## config.mk

```make
export PLATFORM = sky130hd
export DESIGN_NAME = mips_multicycle_control
export DESIGN_NICKNAME = d
export VERILOG_FILES = /design/src/rtl/mips_multicycle_control.sv
export SDC_FILE = /design/constraint.sdc
export NUM_CORES = 1
export LEC_CHECK = 0
export CAP_MARGIN = 10
export CORE_MARGIN = 2
export CORE_UTILIZATION = 34
export DETAILED_ROUTE_END_ITERATION = 8
export GPL_TIMING_DRIVEN = 0
export PLACE_DENSITY = 0.74
export SYNTH_ARGS = -nofsm -noshare
export SYNTH_HDL_FRONTEND = slang
export SYNTH_SLANG_ARGS = --single-unit
```

## constraint.sdc

```tcl
create_clock -name clk -period 1.5 [get_ports clk]
set_clock_uncertainty 0.1 [all_clocks]
set_input_delay 0.225 -clock clk [delete_from_list [all_inputs] [get_ports clk]]
set_output_delay 0.225 -clock clk [all_outputs]
set_load 0.01 [all_outputs]
```

## src/rtl/mips_multicycle_control.sv

```systemverilog
// Main control FSM for the multicycle 32-bit MIPS datapath.
// It steps each instruction through fetch, decode, execute, memory and
// writeback states, choosing the path from the opcode in the instruction
// register. It drives every datapath enable and mux select, plus the 2-bit
// ALUOp consumed by the ALU control stage. Memory states stall on mem_ready.
//
// Parameter:
//   MEM_HANDSHAKE  1 = memory states wait for mem_ready; 0 = mem_ready ignored
// Ports:
//   clk, reset              clock; synchronous active-high reset
//   Opcode[5:0]             IR[31:26]
//   mem_ready               memory access completes this cycle
//   PCWrite, PCWriteCond    PC load (unconditional / qualified by Zero)
//   IorD                    memory address: 0 = PC, 1 = ALUOut
//   MemRead, MemWrite       memory strobes
//   IRWrite                 instruction register load
//   MemtoReg, RegDst        register write data / destination selects
//   RegWrite                register file write enable
//   ALUSrcA, ALUSrcB[1:0]   ALU operand selects
//   ALUOp[1:0]              00 add, 01 subtract, 10 funct-decoded
//   PCSource[1:0]           00 ALU, 01 ALUOut, 10 jump target
//   illegal_op              one-cycle pulse on an unsupported opcode
//   state[3:0]              current state, for debug
module mips_multicycle_control #(
    parameter bit MEM_HANDSHAKE = 1'b1
) (
    input  logic       clk,
    input  logic       reset,
    input  logic [5:0] Opcode,
    input  logic       mem_ready,
    output logic       PCWrite,
    output logic       PCWriteCond,
    output logic       IorD,
    output logic       MemRead,
    output logic       MemWrite,
    output logic       IRWrite,
    output logic       MemtoReg,
    output logic       RegDst,
    output logic       RegWrite,
    output logic       ALUSrcA,
    output logic [1:0] ALUSrcB,
    output logic [1:0] ALUOp,
    output logic [1:0] PCSource,
    output logic       illegal_op,
    output logic [3:0] state
);

    typedef enum logic [3:0] {
        FETCH   = 4'd0,
        DECODE  = 4'd1,
        MEMADR  = 4'd2,
        MEMRD   = 4'd3,
        MEMWB   = 4'd4,
        MEMWR   = 4'd5,
        EXECUTE = 4'd6,
        ALUWB   = 4'd7,
        BRANCH  = 4'd8,
        ADDIEX  = 4'd9,
        ADDIWB  = 4'd10,
        JUMP    = 4'd11
    } state_t;

    localparam logic [5:0] OP_RTYPE = 6'h00;
    localparam logic [5:0] OP_J     = 6'h02;
    localparam logic [5:0] OP_BEQ   = 6'h04;
    localparam logic [5:0] OP_ADDI  = 6'h08;
    localparam logic [5:0] OP_LW    = 6'h23;
    localparam logic [5:0] OP_SW    = 6'h2B;

    state_t cur_state;
    state_t next_state;
    state_t out_state;
    logic   ready;
    logic   illegal_next;

    assign ready = MEM_HANDSHAKE ? mem_ready : 1'b1;
    assign state = cur_state;

    always_ff @(posedge clk) begin
        if (reset) begin
            cur_state  <= FETCH;
            illegal_op <= 1'b0;
        end else begin
            cur_state  <= next_state;
            illegal_op <= illegal_next;
        end
    end

    always_comb begin
        next_state   = FETCH;
        illegal_next = 1'b0;
        case (cur_state)
            FETCH:   next_state = ready ? DECODE : FETCH;
            DECODE: begin
                case (Opcode)
                    OP_LW, OP_SW: next_state = MEMADR;
                    OP_RTYPE:     next_state = EXECUTE;
                    OP_BEQ:       next_state = BRANCH;
                    OP_J:         next_state = JUMP;
                    OP_ADDI:      next_state = ADDIEX;
                    default: begin
                        next_state   = FETCH;
                        illegal_next = 1'b1;
                    end
                endcase
            end
            MEMADR:  next_state = (Opcode == OP_LW) ? MEMRD : MEMWR;
            MEMRD:   next_state = ready ? MEMWB : MEMRD;
            MEMWB:   next_state = FETCH;
            MEMWR:   next_state = ready ? FETCH : MEMWR;
            EXECUTE: next_state = ALUWB;
            ALUWB:   next_state = FETCH;
            BRANCH:  next_state = FETCH;
            ADDIEX:  next_state = ADDIWB;
            ADDIWB:  next_state = FETCH;
            JUMP:    next_state = FETCH;
            default: begin
                // Encodings 12-15 are unreachable; recover and flag them.
                next_state   = FETCH;
                illegal_next = 1'b1;
            end
        endcase
    end

    // While reset is high the outputs show FETCH values, with every write
    // strobe held low so an aborted instruction cannot commit anything.
    assign out_state = reset ? FETCH : cur_state;

    always_comb begin
        PCWrite     = 1'b0;
        PCWriteCond = 1'b0;
        IorD        = 1'b0;
        MemRead     = 1'b0;
        MemWrite    = 1'b0;
        IRWrite     = 1'b0;
        MemtoReg    = 1'b0;
        RegDst      = 1'b0;
        RegWrite    = 1'b0;
        ALUSrcA     = 1'b0;
        ALUSrcB     = 2'b00;
        ALUOp       = 2'b00;
        PCSource    = 2'b00;
        case (out_state)
            FETCH: begin
                MemRead = 1'b1;
                ALUSrcB = 2'b01;
                PCWrite = ready;
                IRWrite = ready;
            end
            DECODE:  ALUSrcB = 2'b11;
            MEMADR: begin
                ALUSrcA = 1'b1;
                ALUSrcB = 2'b10;
            end
            MEMRD: begin
                MemRead = 1'b1;
                IorD    = 1'b1;
            end
            MEMWB: begin
                MemtoReg = 1'b1;
                RegWrite = 1'b1;
            end
            MEMWR: begin
                MemWrite = 1'b1;
                IorD     = 1'b1;
            end
            EXECUTE: begin
                ALUSrcA = 1'b1;
                ALUOp   = 2'b10;
            end
            ALUWB: begin
                RegDst   = 1'b1;
                RegWrite = 1'b1;
            end
            BRANCH: begin
                ALUSrcA     = 1'b1;
                ALUOp       = 2'b01;
                PCWriteCond = 1'b1;
                PCSource    = 2'b01;
            end
            ADDIEX: begin
                ALUSrcA = 1'b1;
                ALUSrcB = 2'b10;
            end
            ADDIWB:  RegWrite = 1'b1;
            JUMP: begin
                PCWrite  = 1'b1;
                PCSource = 2'b10;
            end
            default: ;
        endcase
        if (reset) begin
            PCWrite     = 1'b0;
            PCWriteCond = 1'b0;
            MemRead     = 1'b0;
            MemWrite    = 1'b0;
            IRWrite     = 1'b0;
            RegWrite    = 1'b0;
        end
    end

endmodule
```

# Word level (Yosys, flattened, before mapping)
# Index checks and enable logic that the tools add are counted.
classes:
  eq_ne: 27
  muxes: 28
  n_reduce_logical: 11
op_table:
  columns: ["op", "n"]
  rows:
  - ["== test 4 x 3 -> 1 bit, second input constant", 8]
  - ["== test 4 bit, second input constant", 8]
  - ["case mux 4 bit (7 select lines)", 1]
  - ["case mux 4 bit (5 select lines)", 1]
  - ["two-way mux 1 bit", 17]
  - ["== test 4 x 2 -> 1 bit, second input constant", 4]
  - ["== test 6 bit, second input constant", 2]
  - ["OR reduction 11 bit", 1]
  - ["two-way mux 3 bit", 3]
  - ["== test 4 x 1 -> 1 bit, second input constant", 2]
  - ["logical NOT 4 bit", 2]
  - ["case mux 2 bit (2 select lines)", 2]
  - ["OR reduction 2 bit", 4]
  - ["== test 6 x 2 -> 1 bit, second input constant", 1]
  - ["== test 6 x 3 -> 1 bit, second input constant", 1]
  - ["== test 6 x 4 -> 1 bit, second input constant", 1]
  - ["logical NOT 6 bit", 1]
  - ["case mux 2 bit (3 select lines)", 1]
  - ["OR reduction 6 bit", 1]
  - ["two-way mux 4 bit", 1]
  - ["case mux 1 bit (2 select lines)", 2]
  - ["OR reduction 4 bit", 1]
  - ["OR reduction 3 bit", 1]
word_totals:
  reg_bits: 5
  in_bits: 9
  output_inout_bits: 21
  elab_cells: 68

# Longest topological paths before layout
# Gate-level depths: netlist of run 1.
depth:
  depth_word: 5
  ltp_mapped: 5

# Worst setup path after synthesis of run 1
# No wires, ideal clock.
synth_path:
  kind: "register to output"
  start: "register cur_state[0], in the netlist state[0]"
  end: "output port PCWrite"
  arrival_time_ps: 1361
  t_required_ps: 1175
  path_slack_ps: -186
  path_stages_with_launch: 4
  n_path_buf: 0
  cell_sequence: "dfxtp_1 > or3_1 > nor3_1 > or2_2"
synth_between:
  elab_chain_len: 4
  word_cells_on_any_way: 5
  cone_classes: "1 x eq/ne; 3 x mux; 1 x reduce/logical"
synth_rtl:
  columns: ["item", "line_no", "rtl"]
  rows:
  - ["start, declared", "70", "state_t cur_state;"]
  - ["start signal, assigned", "84", "cur_state <= next_state;"]
  - ["two-way mux 4 bit (*)", "127", "assign out_state = reset ? FETCH : cur_state;"]
  - ["== test 4 bit / logical NOT 4 bit (equally long branches)", "143", "case (out_state)"]
  - ["case mux 1 bit (2 select lines) (*)", "143", null]
  - ["two-way mux 1 bit (*)", "192", "if (reset) begin"]
  - ["end, declared", "31", "output logic PCWrite,"]
# Every way passes the cells marked *; elsewhere a longest branch is shown, timed or not.

# Final worst setup path of run 1
layout_path:
  start: "register cur_state[1], in the netlist state[1]"
  end: "output port PCSource[0]"
layout_between:
  elab_chain_len: 3
  word_cells_on_any_way: 4
  cone_classes: "2 x eq/ne; 2 x mux"
layout_rtl:
  columns: ["item", "line_no", "rtl"]
  rows:
  - ["two-way mux 4 bit (*)", "127", null]
  - ["== test 4 bit", "143", null]
  - ["case mux 2 bit (2 select lines) (*)", "143", null]
  - ["end, declared", "43", "output logic [1:0] PCSource,"]
# Marks and branches as above.

==> impl_metrics.ini, run 1 <==
[run_status]
status = complete, but fails checks
violations = negative setup slack

[yosys]
synth-seq-cells = 5
syn_avg_cell_area_um2 = 7.05
synth-compound-area-share = 0.276
yosysWarnings = 0
syn_inst = 79
synth_xor_area_frac = 0.0315
yosys.area_share.simple = 0.416
synth_mux_area_frac = 0.0180
syn_area_um2 = 557
synth_seq_area_share = 0.180
synth_cell_type_count = 37
synthesis.nets = 88
synth_top_family_by_area = simple AND/OR/NAND/NOR gates
synth_fa_ha_area_frac = 0

[floorplan]
pin_count = 30
die_h_um = 44.5
initial_utilization = 0.365
dieArea_um2 = 1980
rows = 14
core-area_um2 = 1520
die-width_um = 44.5

[timing]
min_period_ns = 1.79
rsz0062_at_grt = true
hold_viol_final = 0
finalMaxSlewViolations = 0
fmax_ghz = 0.559
worstMarginPinSlew_ns = 0.326
fin_hold_ws_ns = 0.367
min_period_over_period = 1.19
relSlewSlack = 0.781
final-setup-viol-count = 19
layout_setup_ws_ns = -0.288

[min_path]
worstHoldStart = Opcode[1]
min-delay-path-class = input port to flip-flop
holdPathStages = 4
worst_hold_path.endpoint = state[2]

[power]
powerDensity_nw_per_um2 = 438
power_frac_comb = 0.422
p_sw_frac = 0.316
ir_drop_mv = 0.382
clkPwrFrac = 0.302
intPower_uw = 355
seq_power_share = 0.276
cellLeakagePower_uw = 0.000527
switching_power_uw = 164

[global_routing]
grt_pass1_vias = 762
grt_first_pass_wirelength_um = 3610
grt_use_total = 0.244
gr-total-overflow = 0
grt_max_degree = 11
antenna_found_initial = 0

[cells_and_area]
final_common_cell = buf_2
final_cell_mix = buf_2, buf_4, buf_6, nor2_1, clkdlybuf4s50_1
diodes = 0
final_util = 0.778
drive_above_1_share = 0.581
n_fill_cell = 102
fin_cells = 145
nets = 139
area_growth_pct = 113

[setup_path]
required_ns = 1.17
rrSetupSlack_ns = -0.18
rr_worst_depth = 6
crit_path_end_kind = output port
reg2reg_to = state[0]
r2r-start = state[1]
criticalPathCategory = flip-flop to output port
arrival_ns = 1.46
start_kind = flip-flop
cp_max_fo = 3

[clocking]
cts_tree = done
clock_sinks = 5
numCtsBuffers = 3
htreeDepth = 1
cts.clk_slew.worst_paths_ns = 0.05
clock_latency_ns = 0.24
cts_buffer_depth = 2
hold_buffers = 0
root_buffer = clkbuf_4

[placed_design]
routabilityCongestion = 0.892
io_buffers = 29
dp.cells = 124
dpl.hpwl_um = 1300

[routing]
firstDrtPassIters = 4
vias = 869
via_per_inst = 5.99
ant_nets = 0
drt_iter0_drc = 25
wl_um = 2370
post_drt_wl_per_cell_um = 16.4
drc = 0

[run]
max-cap-violations = 0
## state kept, by name, summed over array words and instances, names as in the netlist
name        flops
illegal_op      1
state           4
## cell usage after synthesis
cell / number / share of area
o22ai_1: 1 / 0.011
xnor2_1: 2 / 0.031
o21ai_0: 1 / 0.0090
o31ai_1: 1 / 0.013
nand2b_1: 6 / 0.067
o41ai_1: 1 / 0.016
nor3_1: 4 / 0.036
nor4b_1: 3 / 0.047
inv_1: 2 / 0.013
buf_6: 1 / 0.020
a32oi_1: 1 / 0.016
nor4_1: 3 / 0.034
o21a_1: 1 / 0.013
and2b_1: 1 / 0.013
a31o_1: 1 / 0.016
nand4_1: 1 / 0.011
a21oi_1: 3 / 0.027
o21bai_1: 3 / 0.040
nand3_1: 2 / 0.018
nor2b_1: 1 / 0.011
or3_1: 2 / 0.022
a21oi_2: 1 / 0.016
dfxtp_1: 5 / 0.18
a41o_1: 1 / 0.018
a311o_1: 1 / 0.018
nand3b_1: 1 / 0.013
buf_2: 2 / 0.018
a211oi_1: 2 / 0.027
clkbuf_1: 2 / 0.013
or2_2: 2 / 0.022
o22a_1: 1 / 0.016
nor2_1: 11 / 0.074
or2_1: 1 / 0.011
buf_4: 1 / 0.013
mux2i_1: 1 / 0.018
nand2_1: 5 / 0.034
a2111o_1: 1 / 0.020
## how the worst max path moves through the flow
stage	slack, ns	to	startpoint
CTS	-0.27	PCWrite	state[0]
detailed placement	-0.80	PCWrite	reset
global route	-0.33	PCWrite	state[1]
finish	-0.29	PCSource[0]	state[1]
floorplan	0.01	PCWrite	state[0]
global placement	-0.80	PCWrite	reset
## repair_timing
action | in CTS | in global routing
endpoints found under the hold margin | 0 | 0
endpoints found under the setup margin | 21 | 22
buffers inserted | 15 | 3
gates resized for setup | 105 | 18
pin swaps | 11 | 10
## layer usage
| layer | vias up | GRT usage | part of all wire |
|---|---|---|---|
| li1 | 398 | - | - |
| met1 | 412 | 0.307 | 0.40 |
| met2 | 49 | 0.403 | 0.50 |
| met3 | 10 | 0.0531 | 0.075 |
| met4 | 0 | 0.0909 | 0.024 |
| met5 | - | 0 | 0 |
## worst max-delay path: stages, from the launching register on
cell and delay [ns]:
dfxtp_2 0.34, or3_4 0.41, buf_4 0.15, nor2_4 0.11
buf_4 0.11, buf_2 0.11
## cells by family (layout without fill, tap and decap cells)
logic type | count (synthesis) | count (layout)
flops | 5 | 5
compound gates | 20 | 20
mux | 1 | 1
xor+xnor | 2 | 2
simple gates | 43 | 43
buf+inv | 8 | 58
## stage by stage
| step | setup WS, ns | total power (uW) | area, um^2 | setup TNS [ns] |
|---|---|---|---|---|
| after floorplan | 0.00966 | 219 | 578 | 0 |
| after global placement | -0.799 | 288 | 888 | -11.05 |
| after detailed placement | -0.805 | 288 | 888 | -11.19 |
| after CTS | -0.268 | 492 | 1090 | -2.26 |
| after global routing | -0.330 | 546 | 1180 | -3.92 |
| final | -0.288 | 519 | 1180 | -2.85 |
## power groups by stage
| stage | combinational [uW] | sequential (uW) | clock, uW |
|---|---|---|---|
| after global routing | 231 | 143 | 172 |
| after CTS | 186 | 142 | 164 |
| final | 219 | 143 | 157 |
| after global placement | 140 | 149 | 0 |
| after detailed placement | 140 | 148 | 0 |
| after floorplan | 70.9 | 148 | 0 |
## layout make-up
class                      instances  area [um^2]  share of cell area
buffer                             5         52.6              0.0444
inverter                           2         7.51             0.00634
multi-input combinational         66          589               0.497
clock buffer                       4         26.3              0.0222
sequential                         5          106              0.0898
timing repair buffer              47          383               0.323
tap                               16         20.0              0.0169
(Power assumes the default switching activity.)
==> inputs of run 2 (changes only) <==
SLEW_MARGIN = 0   (was unset)
==> results of run 2 <==
No change in the layout: final DEF, timing and power equal those of run 1.
==> inputs of run 3 (changes only) <==
MAX_ROUTING_LAYER = met4   (was unset)
SKIP_LAST_GASP = 1   (was unset)
==> run 3 against run 2 <==
The run still ends with negative setup slack left. Worst hold slack got worse by 0.015 ns. Utilization fell by 1.3 points. Die area unchanged. Cell count down 1.4%. Clock power hardly changed. Critical path depth unchanged. Register-to-register slack barely moved. Largest power group unchanged. Combinational power shrank 4%.
==> impl_metrics.ini, run 3 (synthesis gave the netlist of run 1 again) <==
[cells_and_area]
n_fill_cell = 105
area_growth_pct = 109
final_util = 0.764
ff_latch_area_um2 = 110
multi_input_area_um2 = 587
largest_reg_flops = 4
drive_above_1_share = 0.575
diodes = 0
final_common_cell = buf_2
final_cell_mix = buf_2, buf_4, nor2_1
nets = 137

[floorplan]
pin_count = 30
core-area_um2 = 1520
die_h_um = 44.5
dieArea_um2 = 1980
die-width_um = 44.5
rows = 14
initial_utilization = 0.365

[setup_path]
critical-path-max-stage-delay_ns = 0.38
cp_max_fo = 4
r2r-start = state[1]
start_kind = flip-flop
crit_path_end_kind = output port
criticalPathCategory = flip-flop to output port
rrSetupSlack_ns = -0.18
required_ns = 1.17
crit_path_frequent_cell = buf_4
arrival_ns = 1.45
rr_worst_depth = 6
cp_slowest_cell = or3_4
reg2reg_to = state[2]
crit_path_cell_trace = or3_4, buf_4, nor2_4, buf_4, buf_2

[run]
max-cap-violations = 0

[global_routing]
grt_first_pass_wirelength_um = 3500
grt_use_met2 = 0.391
antenna_found_initial = 0
grt_use_total = 0.243
grt_pass1_vias = 767
met3_usage = 0.0490
met1_usage = 0.292
gr-max-usage-layer = met2
grt_max_degree = 11
gr-total-overflow = 0

[power]
cellLeakagePower_uw = 0.000508
seq_power_share = 0.277
ir_drop_mv = 0.414
intPower_uw = 345
switching_power_uw = 165
clkPwrFrac = 0.309
power_frac_comb = 0.414
p_sw_frac = 0.324
powerDensity_nw_per_um2 = 438

[routing]
drc = 0
post_drt_wl_per_cell_um = 17.0
vias = 857
wl_um = 2430
drt_iter0_drc = 36
via_per_inst = 5.99
firstDrtPassIters = 4
ant_nets = 0

[clocking]
clock_sinks = 5
clock_latency_ns = 0.24
cts.clk_slew.worst_paths_ns = 0.04
htreeDepth = 1
cts_tree = done
cts_buffer_depth = 2
numCtsBuffers = 3
root_buffer = clkbuf_4

[run_status]
violations = negative setup slack
status = complete, but fails checks

[timing]
worstMarginPinSlew_ns = 0.341
finalMaxSlewViolations = 0
layout_setup_ws_ns = -0.278
hold_viol_final = 0
rsz0062_at_grt = true
min_period_ns = 1.78
fmax_ghz = 0.562
min_period_over_period = 1.19
relSlewSlack = 0.770
tns_ns = -2.65
final-setup-viol-count = 20

[min_path]
holdPathStages = 4
worst_hold_path.endpoint = state[2]
worstHoldStart = Opcode[1]
min-delay-path-class = input port to flip-flop

[placed_design]
routabilityCongestion = 0.907
dpl.hpwl_um = 1300
io_buffers = 29
## run 3: routing by layer
layer  up-vias  routed length [um]
met2        61                1220
li1        385                   -
met3        10                 208
met5         -                   0
met1       401                 947
met4         0                  55
## run 3: area by class of cell
class	instances	area share
sequential	5	0.0945
timing repair buffer	45	0.310
multi-input combinational	66	0.504
inverter	2	0.00644
buffer	5	0.0451
clock buffer	4	0.0226
tap	16	0.0172
## run 3: repair_timing
item | in CTS | in global routing
hold buffers | 0 | 0
pin swaps | 11 | 11
gates resized for setup | 101 | 22
setup buffers | 15 | 1
endpoints found under the setup margin | 21 | 23
## run 3: critical path: cells and delay by family (launching register included)
kind	cells	cell delay [ns]
and+or+nand+nor	2	0.49
buffers and inverters	3	0.36
DFF	1	0.35
## run 3: how the worst max path moves through the flow
stage	startpoint	endpoint	slack, ns	cells after the start
global placement	reset	PCWrite	-0.80	5
floorplan	state[0]	PCWrite	0.01	3
finish	state[0]	PCSource[0]	-0.28	5
detailed placement	reset	PCWrite	-0.80	5
CTS	state[0]	PCWrite	-0.27	5
global route	state[1]	PCWrite	-0.32	5
## run 3: metrics by stage
stage / hold slack, ns / cells / worst slack, ns / area (um^2) / power, uW
floorplan: 0.301 / 79 / 0.00966 / 578 / 219
global placement: 0.596 / 124 / -0.799 / 888 / 288
detailed placement: 0.593 / 124 / -0.805 / 888 / 288
CTS: 0.439 / 143 / -0.268 / 1080 / 490
global route: 0.378 / 143 / -0.324 / 1160 / 537
finish: 0.351 / 143 / -0.278 / 1160 / 511
## run 3: power groups by stage
stage | Combinational (uW) | Clock (uW) | Sequential [uW]
CTS | 184 | 164 | 142
finish | 211 | 158 | 142
global placement | 140 | 0 | 149
global route | 221 | 174 | 142
detailed placement | 140 | 0 | 148
floorplan | 70.9 | 0 | 148
